==> src/rtl/fetch_unit_pkg.sv <==
// Shared definitions for the instruction-fetch stage: opcodes, instruction
// field positions and the fetch FSM state encoding.
package fetch_unit_pkg;

    localparam logic [5:0] OP_RTYPE = 6'b000000;
    localparam logic [5:0] OP_J     = 6'b010101;
    localparam logic [5:0] OP_JR    = 6'b010110;
    localparam logic [5:0] OP_JAL   = 6'b010111;
    localparam logic [5:0] OP_BEQ   = 6'b001010;
    localparam logic [5:0] OP_BNEQ  = 6'b001011;
    localparam logic [5:0] OP_BGEZ  = 6'b001100;

    localparam int OPC_HI  = 31;
    localparam int OPC_LO  = 26;
    localparam int IMM_HI  = 15;
    localparam int IMM_LO  = 0;
    localparam int JTGT_HI = 25;
    localparam int JTGT_LO = 0;

    typedef enum logic [1:0] {
        IDLE  = 2'd0,
        FETCH = 2'd1,
        ISSUE = 2'd2
    } state_e;

    function automatic logic is_redirect_op(input logic [5:0] opc);
        return (opc == OP_J) || (opc == OP_JR) || (opc == OP_JAL) ||
               (opc == OP_BEQ) || (opc == OP_BNEQ) || (opc == OP_BGEZ);
    endfunction

    function automatic logic is_rtype_op(input logic [5:0] opc);
        return opc == OP_RTYPE;
    endfunction

endpackage

==> src/rtl/fetch_unit_next_pc_sel.sv <==
// Next-PC selection: priority mux over JR, J/JAL, taken branch and
// sequential fall-through, plus a misaligned-JR-target flag.
module next_pc_sel
    import fetch_unit_pkg::*;
(
    input  logic [31:0] pc_plus4_i,
    input  logic [31:0] instr_i,
    input  logic        jump_i,
    input  logic        branch_i,
    input  logic        branch_cond_i,
    input  logic [31:0] rs_data_i,
    output logic [31:0] next_pc_o,
    output logic        misalign_o
);

    logic        is_jr;
    logic [31:0] imm_ext;
    logic [31:0] branch_tgt;
    logic [31:0] jump_tgt;

    assign is_jr      = jump_i && (instr_i[OPC_HI:OPC_LO] == OP_JR);
    assign imm_ext    = {{14{instr_i[IMM_HI]}}, instr_i[IMM_HI:IMM_LO], 2'b00};
    assign branch_tgt = pc_plus4_i + imm_ext;
    assign jump_tgt   = {pc_plus4_i[31:28], instr_i[JTGT_HI:JTGT_LO], 2'b00};

    // Only a register target can be misaligned; it is loaded word-aligned.
    always_comb begin
        next_pc_o  = pc_plus4_i;
        misalign_o = 1'b0;
        if (is_jr) begin
            next_pc_o  = {rs_data_i[31:2], 2'b00};
            misalign_o = (rs_data_i[1:0] != 2'b00);
        end else if (jump_i) begin
            next_pc_o = jump_tgt;
        end else if (branch_i && branch_cond_i) begin
            next_pc_o = branch_tgt;
        end
    end

endmodule

==> src/rtl/fetch_unit.sv <==
// Instruction-fetch stage: holds the PC, handshakes with instruction memory
// and presents the captured instruction to the control decoder.
module fetch_unit
    import fetch_unit_pkg::*;
#(
    parameter logic [31:0] RESET_PC    = 32'h0000_0000,
    parameter int          TIMEOUT_CYC = 16
) (
    input  logic        clk,
    input  logic        rst_n,
    output logic        imem_req,
    output logic [31:0] imem_addr,
    input  logic [31:0] imem_rdata,
    input  logic        imem_ready,
    output logic [31:0] instr,
    output logic [5:0]  opcode,
    output logic        instr_valid,
    output logic [31:0] pc,
    output logic [31:0] pc_plus4,
    input  logic        jump,
    input  logic        branch,
    input  logic        branch_cond,
    input  logic [31:0] rs_data,
    input  logic        stall,
    output logic        misalign_err,
    output logic        timeout_err
);

    localparam int             CW        = $clog2(TIMEOUT_CYC + 1);
    localparam logic [CW-1:0]  CNT_LIMIT = CW'(TIMEOUT_CYC);
    localparam logic [CW-1:0]  CNT_LAST  = CW'(TIMEOUT_CYC - 1);

    state_e        state_q;
    logic [31:0]   pc_q;
    logic [31:0]   addr_q;
    logic [31:0]   instr_q;
    logic          valid_q;
    logic          req_q;
    logic          misalign_q;
    logic          timeout_q;
    logic [CW-1:0] cnt_q;

    logic [31:0]   pc_plus4_w;
    logic [31:0]   next_pc_d;
    logic          misalign_d;

    assign pc_plus4_w = pc_q + 32'd4;

    next_pc_sel u_next_pc_sel (
        .pc_plus4_i    (pc_plus4_w),
        .instr_i       (instr_q),
        .jump_i        (jump),
        .branch_i      (branch),
        .branch_cond_i (branch_cond),
        .rs_data_i     (rs_data),
        .next_pc_o     (next_pc_d),
        .misalign_o    (misalign_d)
    );

    // The wait counter saturates at the limit; timeout only flags, never aborts.
    always_ff @(posedge clk or negedge rst_n) begin
        if (!rst_n) begin
            state_q    <= IDLE;
            pc_q       <= RESET_PC;
            addr_q     <= RESET_PC;
            instr_q    <= 32'h0;
            valid_q    <= 1'b0;
            req_q      <= 1'b0;
            misalign_q <= 1'b0;
            timeout_q  <= 1'b0;
            cnt_q      <= '0;
        end else begin
            case (state_q)
                IDLE: begin
                    req_q   <= 1'b1;
                    state_q <= FETCH;
                end
                FETCH: begin
                    if (imem_ready) begin
                        instr_q <= imem_rdata;
                        valid_q <= 1'b1;
                        req_q   <= 1'b0;
                        cnt_q   <= '0;
                        state_q <= ISSUE;
                    end else begin
                        if (cnt_q < CNT_LIMIT) begin
                            cnt_q <= cnt_q + 1'b1;
                        end
                        if (cnt_q >= CNT_LAST) begin
                            timeout_q <= 1'b1;
                        end
                    end
                end
                ISSUE: begin
                    if (!stall) begin
                        pc_q    <= next_pc_d;
                        addr_q  <= next_pc_d;
                        valid_q <= 1'b0;
                        req_q   <= 1'b1;
                        state_q <= FETCH;
                        if (misalign_d) begin
                            misalign_q <= 1'b1;
                        end
                    end
                end
                default: begin
                    state_q <= IDLE;
                    req_q   <= 1'b0;
                end
            endcase
        end
    end

    assign imem_req     = req_q;
    assign imem_addr    = addr_q;
    assign instr        = instr_q;
    assign opcode       = instr_q[OPC_HI:OPC_LO];
    assign instr_valid  = valid_q;
    assign pc           = pc_q;
    assign pc_plus4     = pc_plus4_w;
    assign misalign_err = misalign_q;
    assign timeout_err  = timeout_q;

endmodule

==> config.mk <==
export PLATFORM = sky130hd
export DESIGN_NAME = fetch_unit
export DESIGN_NICKNAME = d
export VERILOG_FILES = /design/src/rtl/fetch_unit_pkg.sv /design/src/rtl/fetch_unit_next_pc_sel.sv /design/src/rtl/fetch_unit.sv
export SDC_FILE = /design/constraint.sdc
export NUM_CORES = 1
export LEC_CHECK = 0
export ABC_CLOCK_PERIOD_IN_PS = 3900
export BUFFER_PORTS_ARGS = -buffer_cell sky130_fd_sc_hd__buf_2
export CAP_MARGIN = 20
export CORE_AREA = 2 2 117 119
export DETAILED_ROUTE_END_ITERATION = 12
export DIE_AREA = 0 0 119 121
export GPL_TIMING_DRIVEN = 0
export PLACE_DENSITY = 0.77
export SKIP_CTS_REPAIR_TIMING = 1
export SLEW_MARGIN = 20
export SYNTH_ARGS = -nofsm -noshare
export SYNTH_HDL_FRONTEND = slang
export SYNTH_HIERARCHICAL = 1
export SYNTH_SLANG_ARGS = --single-unit
==> constraint.sdc <==
create_clock -name clk -period 3.9 [get_ports clk]
set_clock_uncertainty 0.05 [all_clocks]
set_input_delay 0.585 -clock clk [delete_from_list [all_inputs] [get_ports clk]]
set_output_delay 0.585 -clock clk [all_outputs]
set_load 0.01 [all_outputs]
==> results.toml, run 1 <==
[outcome]
outcome = "finished, final reports clean"

[sta]
fmax_mhz = 257
finalCritPeriodShare_pct = 99.9
relSlewSlack_pct = 39.2
setup_viol = 0
rsz0062_at_grt = "true"
tns_ns = 0
fin_ws_ns = 0.00563
period_needed_ns = 3.89
finalHoldViolations = 0
worstMarginPinSlew_ns = 0.911
maxSlewViolCount = 0

[synth]
syn_area_mm2 = 0.00604
synth_area_leaders = "dfrtp_1, mux2_2, ha_1, buf_4, xnor2_1"
synth_cells = 666
yosys-top-cells-count = "dfrtp_1, mux2_2, nand2_1, a21oi_1, nor2_1"
synth_top_area_cell = "dfrtp_1"
yosysMostFrequentCell = "dfrtp_1"
ys_ff_latch = 75
yosysWarningCount = 6
synth_edf_count = 0
ys_types = 65
synth_top_area_share_pct = 31.1
synth_nets = 770
ys.flop_type = "dfrtp_1"
syn_area_per_cell_um2 = 9.06
ys_async_sr_fraction_pct = 100
yosysSeqAreaShare_pct = 31.1

[power_and_ir_drop]
clock_power_share_pct = 9.6
internal_power_mw = 4.54
netSwitchingFraction_pct = 45.7
pwr-share-seq_pct = 20.9
comb_power_share_pct = 69.5
ir_worst_vdd_mv = 0.423
power_density_mw_per_mm2 = 1000
power_leakage_nw = 4.09
power.switching_mw = 3.82

[floorplanning]
die_area_mm2 = 0.0144
die_height_um = 121
die_w_um = 119
row_count = 42
pin_count = 209
core-area_mm2 = 0.0131
initial_core_util_pct = 46.1

[detailed_routing]
drt_iter0_markers = 455
vias = 6269
firstDrtPassIters = 5
routedWlPerCell_um = 18.0
drc = 0
post_drt_via_cell_ratio = 5.61
wl_um = 20100
postRouteAntennaNets = 0

[setup_path]
rr_endpoint = "imem_addr[30]"
r2r_slack_ns = 0.006
end_kind = "register"
critical_path.max_fanout = 7
path_delay_family = "compound AO/OA/AOI/OAI gates"
rr_startpoint = "imem_addr[3]"
slowest_stage = "or4_4"
reg2regPathDepth = 16
crit_buf_inv = 1
crit_chain = "nand3_2, or4_4, buf_12, nor2_4, xor2_4, ha_4, a21oi_1, o21ai_1, nor2b_1, a211oi_2, o21ai_2, a32o_2, o311a_1, mux2_4, a21oi_2, mux2_4"
critPathKind = "reg2reg"
crit_arrival_ns = 4.08
crit_path_frequent_cell = "mux2_4"
cp-start-kind = "register"
crit_required_ns = 4.09
cpPeakStageDelay_ns = 0.47

[clock_network]
worstSkewPairLatency_ns = 0.36
cts-htree-levels = 3
cts_root_buf = "clkbuf_16"
cts_tree = "built"
cts_sinks = 75
clk_pin_slew_worst_paths_ns = 0.06
ctsLongestPathBuffers = 2
cts_buffers = 9

[hold_path]
hold_path.class = "in2async"

[global_route]
grt_pass1_wl_um = 28900
grt_start_max_net_pins = 47
grt_pass1_vias = 5533
grt_remaining_overflow = 0
antenna_found_initial = 0
grt_use_total_pct = 25.6

[placed_design]
gp_congestion = 0.960
dp_hpwl_um = 14000
io_buffers = 208
dp_slack_ns = -0.437
placed_cells = 1051

[layout]
nets = 1042
layout-area-overhead-vs-synth_pct = 38.6
utilization_pct = 63.9
final.fill_count = 1095
drive_gt1_share_pct = 48.5
fin_cells = 1118
n_antenna_cell = 0

[run]
maxCapViolations = 0
-- per-stage QoR --
step           total power [mW]  area, µm²  hold slack [ns]
6_report                   8.36       8360            0.112
5_1_grt                    8.92       8360            0.144
4_1_cts                    7.47       7630            0.124
3_5_place_dp               6.64       7350            0.404
3_3_place_gp               6.56       7320            0.390
2_1_floorplan              5.21       6060            0.239
-- cell usage in the layout, fill, tap and decap left out, types with 5 or more instances in the layout --
master	n
nor2_1	39
dfrtp_2	16
clkbuf_1	18
a21o_1	23
nand2_1	56
nand3_1	7
nand4_1	13
and3_1	12
mux2_2	61
xnor2_1	30
o22ai_1	15
a21oi_1	53
a211oi_2	5
a211oi_1	15
ha_1	25
xor2_1	11
dfrtp_1	59
buf_2	211
ha_4	6
buf_4	93
o21bai_1	6
inv_1	11
clkbuf_16	9
o21ai_0	28
a31oi_1	7
-- worst reg2reg max path, delay by kind of cell, from the launching register on --
family          cells  cell delay (ns)
fa+ha+maj           1             0.25
compound gates      7             1.22
mux                 2             0.48
flops               1             0.43
simple gates        4             0.94
xor+xnor            1             0.22
buf+inv             1             0.17
-- worst max-delay path by stage --
stage	from	to	slack (ns)	cells past startpoint
3_3_place_gp	imem_addr[2]	imem_addr[31]	-0.42	16
5_1_grt	imem_addr[3]	imem_addr[31]	-0.11	17
3_5_place_dp	imem_addr[2]	imem_addr[21]	-0.44	17
2_1_floorplan	imem_addr[5]	imem_addr[30]	-0.03	16
6_report	imem_addr[3]	imem_addr[30]	0.006	16
4_1_cts	imem_addr[2]	imem_addr[21]	-0.45	17
-- cell type report --
cell class / instances / area, µm² / share of cell area [%]
tap: 176 / 220 / 2.63
clock buffer: 11 / 253 / 3.02
clock inverter: 4 / 26.3 / 0.314
multi-input combinational: 511 / 4000 / 47.9
buffer: 68 / 442 / 5.28
timing repair buffer: 262 / 1480 / 17.7
sequential: 75 / 1900 / 22.7
inverter: 11 / 41.3 / 0.494
-- power groups by stage --
stage / registers [mW] / clock network, mW / logic [mW]
floorplan: 1.73 / 0 / 3.48
global placement: 1.69 / 0 / 4.87
detailed placement: 1.70 / 0 / 4.94
CTS: 1.69 / 0.813 / 4.96
global route: 1.80 / 0.843 / 6.28
finish: 1.75 / 0.805 / 5.81
-- registers in the layout, indices dropped and copies added, names as in the netlist --
register and flops:
misalign_err 1, instr_valid 1, cnt_q 5, instr 32, imem_req 1, timeout_err 1
imem_addr 32, state_q 2
-- layer usage --
metal / vias to the layer above / track usage (%) / share of wire [%]
li1: 2946 / - / -
met1: 2995 / 34.0 / 43
met2: 297 / 41.7 / 47
met3: 31 / 4.46 / 7.1
met4: 0 / 9.67 / 2.2
met5: - / 0 / 0
-- kinds of logic (layout without fill, tap and decap cells) --
group / Yosys count / in the layout / share of synthesized area (%)
AOI/OAI and AO/OA: 186 / 186 / 20.3
xor gates and xnor gates: 49 / 49 / 7.11
adders and majority gates: 33 / 33 / 6.97
buffers and inverters: 80 / 356 / 7.71
DFF: 75 / 75 / 31.1
muxes: 67 / 67 / 12.5
and+or+nand+nor: 176 / 176 / 14.4
No activity file was read; power rests on OpenSTA's default activity.
==> run 2, diff against run 1 <==
CTS_CLUSTER_DIAMETER = 120   (was not set)
PLACE_DENSITY = 0.82   (was 0.77)
==> results.toml, run 2 (synthesized netlist as in run 1, its figures left out) <==
[placed_design]
io_buffers = 208
gp_congestion = 0.977
dp_hpwl_um = 14100
placed_cells = 1051
dp_slack_ns = -0.523

[layout]
drive_gt1_share_pct = 47.2
final.fill_count = 1108
fin_cells = 1104
multi_input_area_mm2 = 0.00396
nets = 1025
mostFrequentLayoutCells = "buf_2, buf_4, mux2_2"
layout-area-overhead-vs-synth_pct = 36.0
utilization_pct = 62.7
register_area_mm2 = 0.00189
final_common_cell = "buf_2"

[floorplanning]
die_w_um = 119
die_area_mm2 = 0.0144
row_count = 42
core-area_mm2 = 0.0131
initial_core_util_pct = 46.1
die_height_um = 121
pin_count = 209

[sta]
relSlewSlack_pct = 43.5
worstMarginPinSlew_ns = 0.848
fin_ws_ns = -0.0298
finalHoldViolations = 0
rsz0062_at_grt = "true"
finalCritPeriodShare_pct = 101
setup_viol = 3
fmax_mhz = 254
period_needed_ns = 3.93
maxSlewViolCount = 0

[setup_path]
critPathKind = "reg2reg"
critical_path.max_fanout = 7
end_kind = "register"
slowest_stage = "or4_4"
crit_arrival_ns = 4.18
r2r_slack_ns = -0.03
crit_chain = "nand4_4, or4_4, buf_12, nor2_4, xor2_4, ha_4, and3_4, nand4_1, a211oi_2, a31oi_2, buf_4, a31oi_4, a211oi_2, xor2_1, or3_1, a31oi_1, mux2_4"
rr_endpoint = "imem_addr[31]"
reg2regPathDepth = 17
cpPeakStageDelay_ns = 0.52
crit_required_ns = 4.15
cp-start-kind = "register"
rr_startpoint = "imem_addr[7]"
path_delay_family = "simple AND/OR/NAND/NOR gates"
crit_path_frequent_cell = "a211oi_2"
crit_buf_inv = 2

[global_route]
grt_start_max_net_pins = 48
grt_use_total_pct = 26.2
grt_remaining_overflow = 0
grt_pass1_vias = 5731
antenna_found_initial = 2
grt_pass1_wl_um = 29500

[detailed_routing]
firstDrtPassIters = 5
drt_iter0_markers = 441
postRouteAntennaNets = 0
routedWlPerCell_um = 18.0
drc = 0
vias = 6213
post_drt_via_cell_ratio = 5.63
wl_um = 19900

[power_and_ir_drop]
power_density_mw_per_mm2 = 991
power_leakage_nw = 3.98
ir_worst_vdd_mv = 0.395

[clock_network]
cts_root_buf = "clkbuf_16"
worstSkewPairLatency_ns = 0.35
cts_tree = "built"
cts_buffers = 9
cts-htree-levels = 3
ctsLongestPathBuffers = 2
clk_pin_slew_worst_paths_ns = 0.07
cts_sinks = 75

[run]
maxCapViolations = 0

[hold_path]
hold_path.class = "in2async"

[outcome]
failed_checks = "setup timing"
outcome = "finished with violations"
run 2: routing by layer:
layer	GRT usage [%]	vias up	share of wire, %	wire (µm)
met5	0	-	0	0
met4	12.8	0	3.2	629
met3	5.64	41	8.3	1650
met2	41.8	308	47	9350
met1	33.8	2956	41	8240
li1	-	2908	-	-
run 2: where the power goes:
group | switching (mW) | total [mW] | internal (mW)
registers | 0.580 | 1.74 | 1.16
logic | 2.83 | 5.57 | 2.74
clock network | 0.371 | 0.825 | 0.454
total | 3.78 | 8.13 | 4.35
run 2: worst max path at each step:
stage | start | to | slack, ns | cells after the start
global placement | imem_addr[2] | imem_addr[31] | -0.48 | 16
detailed placement | imem_addr[2] | imem_addr[31] | -0.52 | 16
CTS | imem_addr[2] | imem_addr[31] | -0.54 | 16
finish | imem_addr[7] | imem_addr[31] | -0.03 | 17
floorplan | imem_addr[5] | imem_addr[30] | -0.03 | 16
global route | imem_addr[7] | imem_addr[31] | -0.16 | 19
run 2: area by class of cell:
cell class	count	area share, %
Tap cell	176	2.68
Clock buffer	10	2.91
Clock inverter	6	0.594
Sequential cell	75	23.1
Multi-Input combinational cell	511	48.3
Timing Repair Buffer	245	16.5
Antenna cell	2	0.0610
Inverter	11	0.503
Buffer	68	5.38
run 2: through the flow:
| step | hold slack [ns] | power, mW | area (µm²) | setup TNS, ns |
|---|---|---|---|---|
| finish | 0.115 | 8.13 | 8210 | -0.0431 |
| global route | 0.143 | 8.74 | 8210 | -0.680 |
| CTS | 0.121 | 7.51 | 7640 | -3.34 |
| detailed placement | 0.410 | 6.65 | 7350 | -3.00 |
| global placement | 0.400 | 6.56 | 7320 | -2.53 |
| floorplan | 0.239 | 5.21 | 6060 | -0.0328 |
==> run 3, diff against run 2 <==
CORE_AREA = 4 4 152 95   (was 2 2 117 119)
DIE_AREA = 0 0 156 99   (was 0 0 119 121)
PLACE_DENSITY = 0.83   (was 0.82)
==> results.toml, run 3 (synthesized netlist as in run 1, its figures left out) <==
[run]
maxCapViolations = 0

[sta]
rsz0062_at_grt = "true"
period_needed_ns = 3.98
maxSlewViolCount = 0
worstMarginPinSlew_ns = 0.843
finalCritPeriodShare_pct = 102
setup_viol = 2
finalHoldViolations = 0
relSlewSlack_pct = 43.8
fin_ws_ns = -0.0842
fmax_mhz = 251

[clock_network]
ctsLongestPathBuffers = 2
cts-htree-levels = 3
cts_tree = "built"
cts_sinks = 75
worstSkewPairLatency_ns = 0.34
clk_pin_slew_worst_paths_ns = 0.06
cts_root_buf = "clkbuf_16"
cts_buffers = 9

[layout]
final_common_cell = "buf_2"
drive_gt1_share_pct = 47.2
nets = 1022
mostFrequentLayoutCells = "buf_2, buf_4, mux2_2"
n_antenna_cell = 0
layout-area-overhead-vs-synth_pct = 35.3
fin_cells = 1093

[floorplanning]
initial_core_util_pct = 47.0
die_w_um = 156
die_area_mm2 = 0.0154
core-area_mm2 = 0.0129
die_height_um = 99
pin_count = 209
row_count = 32

[detailed_routing]
vias = 6423
met3WireLength_um = 2710
firstDrtPassIters = 5
drt_iter0_markers = 598
routedWlPerCell_um = 19.8
postRouteAntennaNets = 0
post_drt_via_cell_ratio = 5.88
wl_met2_um = 9070
drc = 0
highest_layer = "met5"
wl_um = 21600
route.layer.met1.wl_um = 9420

[power_and_ir_drop]
power_density_mw_per_mm2 = 1030
power_leakage_nw = 4.00
ir_worst_vdd_mv = 0.464

[global_route]
antenna_found_initial = 2
grt_start_max_net_pins = 39
grt_pass1_wl_um = 31800
grt_pass1_vias = 5828
grt_use_total_pct = 26.2
grt_remaining_overflow = 0

[outcome]
outcome = "finished with violations"
failed_checks = "setup timing"

[setup_path]
end_kind = "register"
reg2regPathDepth = 13
critPathKind = "reg2reg"
rr_endpoint = "imem_addr[31]"
crit_arrival_ns = 4.21
crit_required_ns = 4.13
r2r_slack_ns = -0.08
rr_startpoint = "imem_addr[15]"
critical_path.max_fanout = 7
cp-start-kind = "register"

[placed_design]
io_buffers = 208
gp_congestion = 1.01
placed_cells = 1045
dp_slack_ns = -0.468
dp_hpwl_um = 16200

[hold_path]
hold_path.class = "in2async"
## run 3: cell count changes in the layout (fill, tap and decap cells not counted), sizes merged
cell / previous run / this run
diode: 2 / 0
clkbuf: 28 / 27
clkinvlp: 3 / 1
buf: 295 / 292
inv: 13 / 15
bufinv: 0 / 1
## run 3: critical path, stage by stage (launching register included)
cell	delay, ns
dfrtp_1	0.51
nand4_1	0.21
nor4_1	0.74
nand4_1	0.24
xnor2_1	0.37
ha_1	0.36
nand2_1	0.11
nor2_1	0.07
and3_1	0.20
a211oi_2	0.27
xor2_1	0.11
or3_1	0.37
a31oi_1	0.16
mux2_2	0.16
## run 3: worst max path at each step
stage | from | end | cells past startpoint
2_1_floorplan | imem_addr[5] | imem_addr[30] | 16
3_3_place_gp | imem_addr[2] | imem_addr[31] | 16
3_5_place_dp | imem_addr[2] | imem_addr[31] | 16
4_1_cts | imem_addr[2] | imem_addr[31] | 16
5_1_grt | imem_addr[15] | imem_addr[31] | 13
6_report | imem_addr[15] | imem_addr[31] | 13
## run 3: layout make-up
type | count | area [µm²]
fillers | 1084 | 4680
clock buffers | 9 | 225
inverters | 11 | 41.3
well taps | 170 | 213
clock inverters | 7 | 80.1
multi-input cells | 511 | 3960
plain buffers | 68 | 442
flip-flops and latches | 75 | 1890
repair buffers | 242 | 1320
## run 3: metrics by stage
step / area (µm²) / setup TNS, ns / hold WS, ns / power, mW / utilization, %
2_1_floorplan: 6060 / -0.0328 / 0.239 / 5.21 / -
3_3_place_gp: 7310 / -2.54 / 0.387 / 6.64 / 56.9
3_5_place_dp: 7330 / -2.47 / 0.393 / 6.77 / 57.1
4_1_cts: 7640 / -2.99 / 0.175 / 7.68 / 59.4
5_1_grt: 8170 / -0.827 / 0.202 / 8.97 / 63.6
6_report: 8170 / -0.119 / 0.166 / 8.38 / 63.6
## run 3: where the power goes
group / switching [mW] / total, mW / internal [mW]
logic: 2.96 / 5.75 / 2.78
clock network: 0.361 / 0.867 / 0.506
registers: 0.610 / 1.77 / 1.16
total: 3.93 / 8.38 / 4.45
## run 3: metal layers
layer  up-vias  global-route usage, %
li1       2903                      -
met1      3069                   38.4
met2       396                   36.8
met3        51                   9.17
met4         4                   6.12
met5         -                      0
